<file path="src/rtl/sprite_draw_engine.sv">
// Sprite position keeper and box erase/redraw sweeper for the VGA plotter, one pixel per clock.
// Optional border colouring during DRAW is enabled by defining SPRITE_BORDER_EN.
module sprite_draw_engine #(
  parameter int unsigned SCREEN_W  = 160,
  parameter int unsigned SCREEN_H  = 120,
  parameter int unsigned BOX       = 4,
  parameter int unsigned STEP      = 1,
  parameter int unsigned X_INIT    = 78,
  parameter int unsigned Y_INIT    = 58,
  parameter logic [2:0]  BG_COLOUR = 3'b000,
  parameter logic [2:0]  FG_COLOUR = 3'b111,
  parameter logic [2:0]  BD_COLOUR = 3'b100
) (
  input  logic       clk,
  input  logic       reset_n,
  input  logic [3:0] cmd,
  output logic [7:0] vga_x,
  output logic [6:0] vga_y,
  output logic [2:0] vga_col,
  output logic       plot,
  output logic       done_o,
  output logic [7:0] pos_x,
  output logic [6:0] pos_y
);

  localparam int unsigned NPix = BOX * BOX;
  localparam int unsigned CntW = $clog2(NPix + 1);

  localparam logic [7:0] XMax  = 8'(SCREEN_W - BOX);
  localparam logic [6:0] YMax  = 7'(SCREEN_H - BOX);
  localparam logic [7:0] StepX = 8'(STEP);
  localparam logic [6:0] StepY = 7'(STEP);

  localparam logic [3:0] CmdPrehold = 4'b0100;
  localparam logic [3:0] CmdHold    = 4'b0000;
  localparam logic [3:0] CmdClear   = 4'b0001;
  localparam logic [3:0] CmdLeft    = 4'b0011;
  localparam logic [3:0] CmdRight   = 4'b0010;
  localparam logic [3:0] CmdDown    = 4'b0110;
  localparam logic [3:0] CmdUp      = 4'b0111;
  localparam logic [3:0] CmdDraw    = 4'b0101;

`ifdef SPRITE_BORDER_EN
  localparam bit BorderEn = 1'b1;
`else
  localparam bit BorderEn = 1'b0;
`endif

  typedef enum logic [0:0] {StIdle, StSweep} state_e;

  state_e          state_q;
  logic [3:0]      cmd_q;
  logic [3:0]      swept_q;
  logic [CntW-1:0] cnt_q;
  logic            done_q;
  logic            plot_q;
  logic [7:0]      vga_x_q;
  logic [6:0]      vga_y_q;
  logic [2:0]      vga_col_q;
  logic [7:0]      pos_x_q;
  logic [6:0]      pos_y_q;

  logic            entry;
  logic [CntW-1:0] pix_idx;
  int unsigned     pix_col_off;
  int unsigned     pix_row_off;
  logic            pix_border;
  logic [7:0]      pix_x;
  logic [6:0]      pix_y;
  logic [2:0]      pix_col;
  logic [8:0]      x_inc;
  logic [7:0]      y_inc;
  logic [7:0]      x_right;
  logic [7:0]      x_left;
  logic [6:0]      y_down;
  logic [6:0]      y_up;

  // Pixel for the current edge: index 0 on sweep entry, otherwise the running counter.
  always_comb begin
    entry       = (cmd != cmd_q);
    pix_idx     = entry ? '0 : cnt_q;
    pix_col_off = 32'(pix_idx) % BOX;
    pix_row_off = 32'(pix_idx) / BOX;
    pix_border  = (pix_col_off == 0) || (pix_col_off == BOX - 1) ||
                  (pix_row_off == 0) || (pix_row_off == BOX - 1);
    pix_x       = pos_x_q + 8'(pix_col_off);
    pix_y       = pos_y_q + 7'(pix_row_off);
    if (cmd == CmdClear) begin
      pix_col = BG_COLOUR;
    end else if (BorderEn && pix_border) begin
      pix_col = BD_COLOUR;
    end else begin
      pix_col = FG_COLOUR;
    end
  end

  // Clamped move targets, computed one bit wider so overflow is visible.
  always_comb begin
    x_inc   = {1'b0, pos_x_q} + {1'b0, StepX};
    y_inc   = {1'b0, pos_y_q} + {1'b0, StepY};
    x_right = (x_inc > {1'b0, XMax}) ? XMax : x_inc[7:0];
    y_down  = (y_inc > {1'b0, YMax}) ? YMax : y_inc[6:0];
    x_left  = (pos_x_q < StepX) ? 8'd0 : pos_x_q - StepX;
    y_up    = (pos_y_q < StepY) ? 7'd0 : pos_y_q - StepY;
  end

  always_ff @(posedge clk or negedge reset_n) begin
    if (!reset_n) begin
      state_q   <= StIdle;
      cmd_q     <= CmdHold;
      swept_q   <= CmdHold;
      cnt_q     <= '0;
      done_q    <= 1'b0;
      plot_q    <= 1'b0;
      vga_x_q   <= '0;
      vga_y_q   <= '0;
      vga_col_q <= '0;
      pos_x_q   <= 8'(X_INIT);
      pos_y_q   <= 7'(Y_INIT);
    end else begin
      cmd_q <= cmd;
      if (entry) begin
        case (cmd)
          CmdClear, CmdDraw: begin
            state_q   <= StSweep;
            swept_q   <= cmd;
            done_q    <= 1'b0;
            plot_q    <= 1'b1;
            vga_x_q   <= pix_x;
            vga_y_q   <= pix_y;
            vga_col_q <= pix_col;
            cnt_q     <= CntW'(1);
          end
          CmdLeft: begin
            state_q <= StIdle;
            plot_q  <= 1'b0;
            pos_x_q <= x_left;
          end
          CmdRight: begin
            state_q <= StIdle;
            plot_q  <= 1'b0;
            pos_x_q <= x_right;
          end
          CmdUp: begin
            state_q <= StIdle;
            plot_q  <= 1'b0;
            pos_y_q <= y_up;
          end
          CmdDown: begin
            state_q <= StIdle;
            plot_q  <= 1'b0;
            pos_y_q <= y_down;
          end
          default: begin
            // PREHOLD, HOLD and unknown codes: abandon any sweep, keep done flag.
            state_q <= StIdle;
            plot_q  <= 1'b0;
          end
        endcase
      end else begin
        case (state_q)
          StSweep: begin
            if (cnt_q == CntW'(NPix)) begin
              state_q <= StIdle;
              plot_q  <= 1'b0;
              done_q  <= 1'b1;
            end else begin
              plot_q    <= 1'b1;
              vga_x_q   <= pix_x;
              vga_y_q   <= pix_y;
              vga_col_q <= pix_col;
              cnt_q     <= cnt_q + CntW'(1);
            end
          end
          default: plot_q <= 1'b0;
        endcase
      end
    end
  end

  // A command change kills the plot strobe in the same cycle, before the edge aborts the sweep.
  assign plot    = plot_q & ~entry;
  assign done_o  = done_q & (cmd == swept_q);
  assign vga_x   = vga_x_q;
  assign vga_y   = vga_y_q;
  assign vga_col = vga_col_q;
  assign pos_x   = pos_x_q;
  assign pos_y   = pos_y_q;

  logic unused_cmds;
  assign unused_cmds = ^{CmdPrehold};

endmodule

</file>
<file path="config.mk">
export PLATFORM = sky130hd
export DESIGN_NAME = sprite_draw_engine
export DESIGN_NICKNAME = d
export VERILOG_FILES = /design/src/rtl/sprite_draw_engine.sv
export SDC_FILE = /design/constraint.sdc
export NUM_CORES = 1
export LEC_CHECK = 0
export ABC_AREA = 1
export CORE_MARGIN = 1.5
export CORE_UTILIZATION = 44
export CTS_CLUSTER_SIZE = 10
export DETAILED_ROUTE_END_ITERATION = 8
export GPL_TIMING_DRIVEN = 0
export PLACE_DENSITY_LB_ADDON = 0.12
export SETUP_SLACK_MARGIN = 0.5
export SYNTH_ARGS = -nofsm -noshare
export SYNTH_HDL_FRONTEND = slang
export SYNTH_SLANG_ARGS = --single-unit
</file>
<file path="constraint.sdc">
create_clock -name clk -period 6.4 [get_ports clk]
set_input_delay 1.28 -clock clk [delete_from_list [all_inputs] [get_ports clk]]
set_output_delay 1.28 -clock clk [all_outputs]
set_load 0.005 [all_outputs]
</file>
==> metrics.csv, run 1 <==
stage;metric;value;unit
floorplan;fp.dieH;87.60;um
global_routing;grt.met1_usage;0.3042;
sta;min_period;4.211;ns
sta;finalMaxSlewViolations;0;
worst_setup_path;cpMostUsedCell;clkdlybuf4s50_1;
clock_network;postCtsHoldBufs;0;
worst_setup_path;cp_cell_sequence;clkdlybuf4s50_1, xor2_1, nor2_2, nand2_4, nor2_4, clkdlybuf4s50_1;
global_routing;grt_pass1_wl;12920;um
synthesis;syn-num-nets;461;
clock_network;worstSkewPairLatency;0.30;ns
placed_design;port_buffers;40;
synthesis;syn_area;0.003149;sq mm
layout;final_cells;587;
synthesis;ys_types;34;
global_routing;grt_max_degree;31;
global_routing;top_usage_layer;met2;
clock_network;htree_levels;2;
clock_network;numCtsBuffers;5;
synthesis;syn_area_per_cell;7.125;sq um
sta;max_freq;0.2375;GHz
clock_network;cts_resized;0;
routing;drc;0;
floorplan;fp.coreArea;0.006869;sq mm
floorplan;dieWidth;87.60;um
layout;drive_above_1_share;0.09980;
worst_setup_path;cp.arrival;2.93;ns
synthesis;yosys.area.top_type;dfrtp_1;
synthesis;seq_area_frac_synth;0.3687;
placed_design;dp.cells;579;
routing;drt_iter0_drc;120;
worst_setup_path;crit_fanout;8;
clock_network;cts_setup_buffers;0;
synthesis;ys_warn_count;0;
synthesis;netlist_top_cells_area;dfrtp_1 (30%), nand2_1 (15%), nor2_1 (7.4%);
floorplan;num_rows;30;
worst_setup_path;critPathKind;in2out;
floorplan;dieArea;0.007674;sq mm
power_and_ir_drop;leakage;1.800;nW
synthesis;synth_top_area_share;0.3019;
layout;synthToLayoutAreaGrowth;19.86;%
floorplan;ios;41;
worst_setup_path;critPathSlowestCell;clkdlybuf4s50_1;
routing;wl;7469;um
placed_design;dp_hpwl;5699;um
global_routing;grt_pass1_vias;2792;
global_routing;antenna_found_initial;0;
routing;firstDrtPassIters;4;
routing;wl_per_cell;12.72;um
sta;final-hold-violation-count;0;
routing;via_count;2834;
sta;setup_tns;0;ns
sta;period_share;0.6579;
sta;finalSetupViolCount;0;
sta;finalClockSkew;0.007431;ns
clock_network;root_buffer;clkbuf_8;
clock_network;clockBufferDepth;2;
worst_setup_path;required;5.12;ns
placed_design;gp_congestion;0.9175;
worst_setup_path;critPathLaunchType;input port;
global_routing;use_met2;0.3490;
sta;worst_slew_margin_rel;0.7156;
flow_run;cap_violations;0;
worst_setup_path;end_kind;primary output;
outcome;status;finished clean;
global_routing;track_usage;0.2156;
sta;rsz0062_at_grt;false;
layout;diodes;0;
sta;tightest_slew;0.4266;ns
layout;finalNetCount;509;
routing;ant_nets;0;
synthesis;synth_cells;442;
layout;fill_cells;706;
global_routing;met3_usage;0.02733;
clock_network;cts_tree;done;
floorplan;start_util;0.4585;
clock_network;clock-sinks;46;
worst_setup_path;critPathMaxStageDelay;0.52;ns
synthesis;synth-seq-cells;46;
min_path;holdCritPathClass;reg2reg;
power_and_ir_drop;ir_drop;0.0001448;V
power_and_ir_drop;p_per_area;352.2;mW/mm^2
clock_network;cts.reportedPaths.clkPinSlew;0.08;ns
global_routing;grt_overflow;0;
routing;vias_per_cell;4.828;
[routing by layer]
metal  up-vias  part of all wire
li1       1478                 -
met1      1302              0.50
met2        49              0.46
met3         5             0.031
met4         0            0.0099
met5         -                 0
[power by group]
group,switching [W],internal (W),total (W)
clock,0.000103,0.0000769,0.000179
sequential,0.0000875,0.000389,0.000476
combinational,0.000362,0.000312,0.000674
total,0.000552,0.000777,0.00133
[Yosys cell counts]
| master | instances |
|---|---|
| nand2_1 | 127 |
| nor2_1 | 62 |
| inv_1 | 49 |
| dfrtp_1 | 38 |
| nand3_1 | 34 |
| a21oi_1 | 29 |
| xor2_1 | 22 |
| ha_1 | 11 |
| o21ai_0 | 11 |
| dfstp_2 | 8 |
| buf_2 | 7 |
| nor2_2 | 5 |
| buf_4 | 4 |
| nand4_1 | 4 |
| xnor2_1 | 4 |
| nand3b_1 | 3 |
| buf_6 | 2 |
| fa_1 | 2 |
| inv_2 | 2 |
| nand2_2 | 2 |
| nand2_4 | 2 |
| o22ai_1 | 2 |
| a21oi_2 | 1 |
| a31oi_1 | 1 |
| clkinv_2 | 1 |
| inv_4 | 1 |
| nand3_4 | 1 |
| nor2_4 | 1 |
| nor3_1 | 1 |
| nor3_2 | 1 |
| nor4_1 | 1 |
| o211ai_1 | 1 |
| o21bai_1 | 1 |
| or2_2 | 1 |
[per-stage QoR]
stage / hold WS, ns / utilization / worst slack (ns) / instance area, sq um / total power (W)
finish: 0.4786 / 0.5495 / 2.189 / 3775 / 0.001330
global route: 0.5058 / 0.5495 / 2.095 / 3775 / 0.001456
CTS: 0.4837 / 0.5495 / 2.166 / 3775 / 0.001340
detailed placement: 0.4616 / 0.5364 / 2.174 / 3685 / 0.001151
global placement: 0.4608 / 0.5342 / 2.211 / 3670 / 0.001147
floorplan: 0.4484 / - / 3.239 / 3149 / 0.0008706
[layout make-up]
cell class              instances  area [sq um]  area share
clock inverters                 3         21.27    0.005635
flip-flops and latches         46          1161      0.3076
multi-input cells             330          1698      0.4498
well taps                      96         120.1     0.03182
inverters                      53         202.7     0.05370
plain buffers                  13         87.58     0.02320
repair buffers                 41         415.4      0.1100
clock buffers                   5         68.82     0.01823
[placed cells by master (no fill, tap or decap), types with 2 or more instances in the layout]
cell type	n
fa_1	2
buf_6	2
xor2_1	22
dfrtp_1	38
nand3b_1	3
clkdlybuf4s50_1	39
clkbuf_8	5
nor2_1	62
o21ai_0	11
nand2_2	2
inv_1	49
nand3_1	34
nand2_4	2
dfstp_2	8
clkinv_2	2
xnor2_1	4
a21oi_1	29
ha_1	11
buf_4	4
inv_2	2
nand4_1	4
nor2_2	5
buf_2	8
nand2_1	127
o22ai_1	2
[critical path: cells and delay by family]
family / cells / cell delay, ns
and+or+nand+nor: 3 / 0.39
buffers and inverters: 2 / 1.03
xor gates and xnor gates: 1 / 0.22
[logic make-up after synthesis]
logic type                 Yosys count  synth area share
AOI/OAI and AO/OA                   46           0.07708
xor gates and xnor gates            26           0.07231
adders and majority gates           13           0.05642
buffers and inverters               66           0.09217
DFF                                 46            0.3687
and+or+nand+nor                    245            0.3333
[registers in the layout, summed over array words and instances, names as in the netlist]
register,count
cmd_q,4
cnt_q,5
done_q,1
plot_q,1
pos_x,8
pos_y,7
swept_q,4
vga_col,1
vga_x,8
vga_y,7
[final timing paths]
| kind | from | to | slack [ns] | cells past startpoint |
|---|---|---|---|---|
| worst min register to register | vga_y[3] | vga_y[3] | 0.48 | 2 |
| worst max register to register | cmd_q[1] | vga_y[6] | 3.91 | 13 |
| min in group asynchronous | reset_n | cmd_q[0] | 0.90 | 1 |
| max in group asynchronous | reset_n | pos_y[1] | 4.92 | 2 |
| worst min-delay path | vga_y[3] | vga_y[3] | 0.48 | 2 |
| worst max-delay path | cmd[1] | plot | 2.19 | 6 |
Power figures use the tool's default switching activity.
==> run 2: changes to the inputs <==
==> constraint.sdc (replaced) <==
create_clock -name clk -period 4.4 [get_ports clk]
set_input_delay 0.88 -clock clk [delete_from_list [all_inputs] [get_ports clk]]
set_output_delay 0.88 -clock clk [all_outputs]
set_load 0.005 [all_outputs]
==> results of run 2 <==
Same layout as run 1 (identical final DEF). Status: finished clean.
Main changes from that run: setup slack after placement 2.174 ns -> 0.8214 ns; setup slack after layout 2.189 ns -> 0.9891 ns; register-to-register setup slack 3.91 ns -> 1.91 ns; total power 0.001330 W -> 0.001934 W; worst IR drop on VDD 0.0001448 V -> 0.0002106 V
==> run 3: changes to the inputs <==
==> constraint.sdc (replaced) <==
create_clock -name clk -period 2.79 [get_ports clk]
set_input_delay 0.558 -clock clk [delete_from_list [all_inputs] [get_ports clk]]
set_output_delay 0.558 -clock clk [all_outputs]
set_load 0.005 [all_outputs]
==> run 3 against run 2 <==
Against the previous run:
- core utilization grew 1.3 points
- via count rose by 4.4%
- sequential cell count stayed put
- power up 61%
- global-route usage up 0.25 points
- clock skew increased by 0.0015 ns
- routed wire length is 3.9% higher
- register-to-register slack lost 1.3 ns
- non-clock buffer count increased by 5
- largest power group unchanged
- highest routed layer unchanged
==> metrics.csv, run 3 (synthesis gave the netlist of run 1 again) <==
stage;metric;value;unit;change
routing;firstDrtPassIters;4;;unchanged
routing;drt_iter0_drc;155;;+29%
layout;final_util;0.5623;;+0.01275
sta;final-hold-violation-count;0;;unchanged
worst_setup_path;worst-path-buf-inv;3;;+1
worst_setup_path;critPathSlowestCell;fa_2;;
routing;via_count;2958;;+4.4%
placed_design;placed_area;0.003701;sq mm;+0.44%
sta;finalClockSkew;0.008964;ns;+0.001533 ns
clock_network;htree_levels;2;;unchanged
power_and_ir_drop;p_per_area;808.6;mW/mm^2;
layout;final_cells;592;;+0.85%
layout;finalNetCount;514;;+0.98%
floorplan;fp.dieH;87.60;um;unchanged
clock_network;root_buffer;clkbuf_8;;
layout;final_cell_area;0.003862;sq mm;+2.3%
global_routing;grt_overflow;0;;unchanged
layout;synthToLayoutAreaGrowth;22.65;%;
worst_setup_path;end_kind;flip-flop;;
worst_setup_path;rr_worst_depth;13;;unchanged
worst_setup_path;cp.arrival;2.42;ns;
clock_network;clock-sinks;46;;unchanged
worst_setup_path;cp_top_family;simple AND/OR/NAND/NOR gates;;
clock_network;cts_tree;done;;
global_routing;antenna_found_initial;0;;unchanged
worst_setup_path;critPathKind;in2reg;;
placed_design;dp.cells;579;;unchanged
power_and_ir_drop;leakage;1.852;nW;+2.9%
global_routing;grt_pass1_wl;13140;um;+1.7%
sta;setup_tns;0;ns;unchanged
sta;finalSetupViolCount;0;;unchanged
floorplan;start_util;0.4585;;unchanged
sta;finalMaxSlewViolations;0;;unchanged
worst_setup_path;r2r-start;cmd_q[1];;
sta;tightest_slew;0.5279;ns;+0.1013 ns
sta;rsz0062_at_grt;true;;
floorplan;dieArea;0.007674;sq mm;unchanged
clock_network;cts.reportedPaths.clkPinSlew;0.09;ns;about the same
outcome;status;finished clean;;
worst_setup_path;cp_cell_sequence;buf_2, xor2_1, nor2_2, nand2_4, buf_8, nor2_4, ha_4, inv_1, fa_2, o22ai_4, nand2_1, xor2_1, nand2_1, nand2_1;;
worst_setup_path;r2r-end;vga_y[6];;
floorplan;ios;41;;unchanged
worst_setup_path;crit_fanout;7;;-1
routing;vias_per_cell;4.997;;+3.5%
layout;drive_above_1_share;0.1351;;+0.03528
routing;wl_per_cell;13.11;um;+3.0%
clock_network;clockBufferDepth;2;;unchanged
power_and_ir_drop;ir_drop;0.0004650;V;
clock_network;numCtsBuffers;5;;unchanged
worst_setup_path;required;2.98;ns;
sta;worst_slew_margin_rel;0.6481;;-0.06751
routing;drc;0;;unchanged
worst_setup_path;critPathMaxStageDelay;0.39;ns;-0.13 ns
layout;final_common_cell;nand2_1;;
global_routing;grt_pass1_vias;2857;;+2.3%
layout;multi_input_area;0.001748;sq mm;+2.9%
global_routing;grt_max_degree;26;;-16%
layout;layout_common_cells;nand2_1 (127), nor2_1 (59), inv_1 (49);;
placed_design;dp_hpwl;5862;um;+2.9%
clock_network;postCtsHoldBufs;0;;unchanged
floorplan;fp.coreArea;0.006869;sq mm;unchanged
layout;diodes;0;;unchanged
sta;period_share;0.7973;;
worst_setup_path;critPathLaunchType;input port;;
global_routing;track_usage;0.2181;;+0.002496
worst_setup_path;cpMostUsedCell;nand2_1;;
floorplan;dieWidth;87.60;um;unchanged
min_path;holdCritPathClass;in2async;;
floorplan;num_rows;30;;unchanged
flow_run;cap_violations;0;;unchanged
layout;regArea;0.001161;sq mm;unchanged
routing;wl;7762;um;+3.9%
layout;fill_cells;710;;+0.57%
sta;min_period;2.224;ns;
worst_setup_path;rrSetupSlack;0.60;ns;
placed_design;gp_congestion;0.9025;;-1.6%
clock_network;worstSkewPairLatency;0.30;ns;about the same
placed_design;port_buffers;40;;unchanged
routing;ant_nets;0;;unchanged
sta;max_freq;0.4495;GHz;
## run 3: cell types whose count changed in the layout (fill, tap and decap cells not counted), moves of 3 or more
cell             delta
nor2_1              -3
buf_4               +5
clkdlybuf4s50_1     -6
buf_2               +3
## run 3: worst register-to-register path, cell delays in order, from the launching register on
cell     delay (ns)
dfrtp_1        0.38
xor2_1         0.15
nor2_2         0.16
nand2_4        0.08
buf_8          0.14
nor2_4         0.10
ha_4           0.14
inv_1          0.05
fa_2           0.39
o22ai_4        0.15
nand2_1        0.08
xor2_1         0.14
nand2_1        0.07
nand2_1        0.05
## run 3: worst max path at each step
| stage | end | cells after the start | start | slack, ns |
|---|---|---|---|---|
| after CTS | done_o | 3 | swept_q[2] | 0.52 |
| after global routing | vga_y[6] | 14 | cmd[1] | 0.47 |
| after detailed placement | vga_x[7] | 15 | cmd[0] | -0.35 |
| final | vga_y[6] | 14 | cmd[1] | 0.57 |
| after floorplan | vga_y[6] | 13 | cmd[0] | 0.48 |
| after global placement | vga_x[7] | 15 | cmd[0] | -0.30 |
## run 3: metrics by stage
| step | worst slack, ns | total power, W | hold WS, ns |
|---|---|---|---|
| after floorplan | 0.4813 | 0.002005 | 0.2624 |
| after global placement | -0.3039 | 0.002640 | 0.4582 |
| after detailed placement | -0.3492 | 0.002655 | 0.4617 |
| after CTS | 0.5157 | 0.003125 | 0.2268 |
| after global routing | 0.4654 | 0.003393 | 0.2446 |
| final | 0.5655 | 0.003123 | 0.2235 |
## run 3: cell type report
type	instances	share of cell area
repair buffers	46	0.1124
clock buffers	6	0.02138
clock inverters	2	0.004211
plain buffers	13	0.02527
flip-flops and latches	46	0.3006
multi-input cells	330	0.4525
well taps	96	0.03110
inverters	53	0.05248
## run 3: layer usage
| metal | part of all wire | track usage | vias up |
|---|---|---|---|
| met1 | 0.46 | 0.2845 | 1398 |
| met3 | 0.034 | 0.02922 | 9 |
| met2 | 0.49 | 0.3797 | 62 |
| li1 | - | - | 1489 |
| met4 | 0.013 | 0.06205 | 0 |
| met5 | 0 | 0 | - |
## run 3: repair_timing
item | CTS | global route
cloned | 0 | 0
gates resized for setup | 20 | 9
setup buffers | 4 | 1
pin swaps | 5 | 7
endpoints found under the setup margin | 15 | 5
## run 3: where the power goes
part	switching (W)	internal, W
combinational	0.000859	0.000724
sequential	0.000202	0.000892
clock	0.000241	0.000204
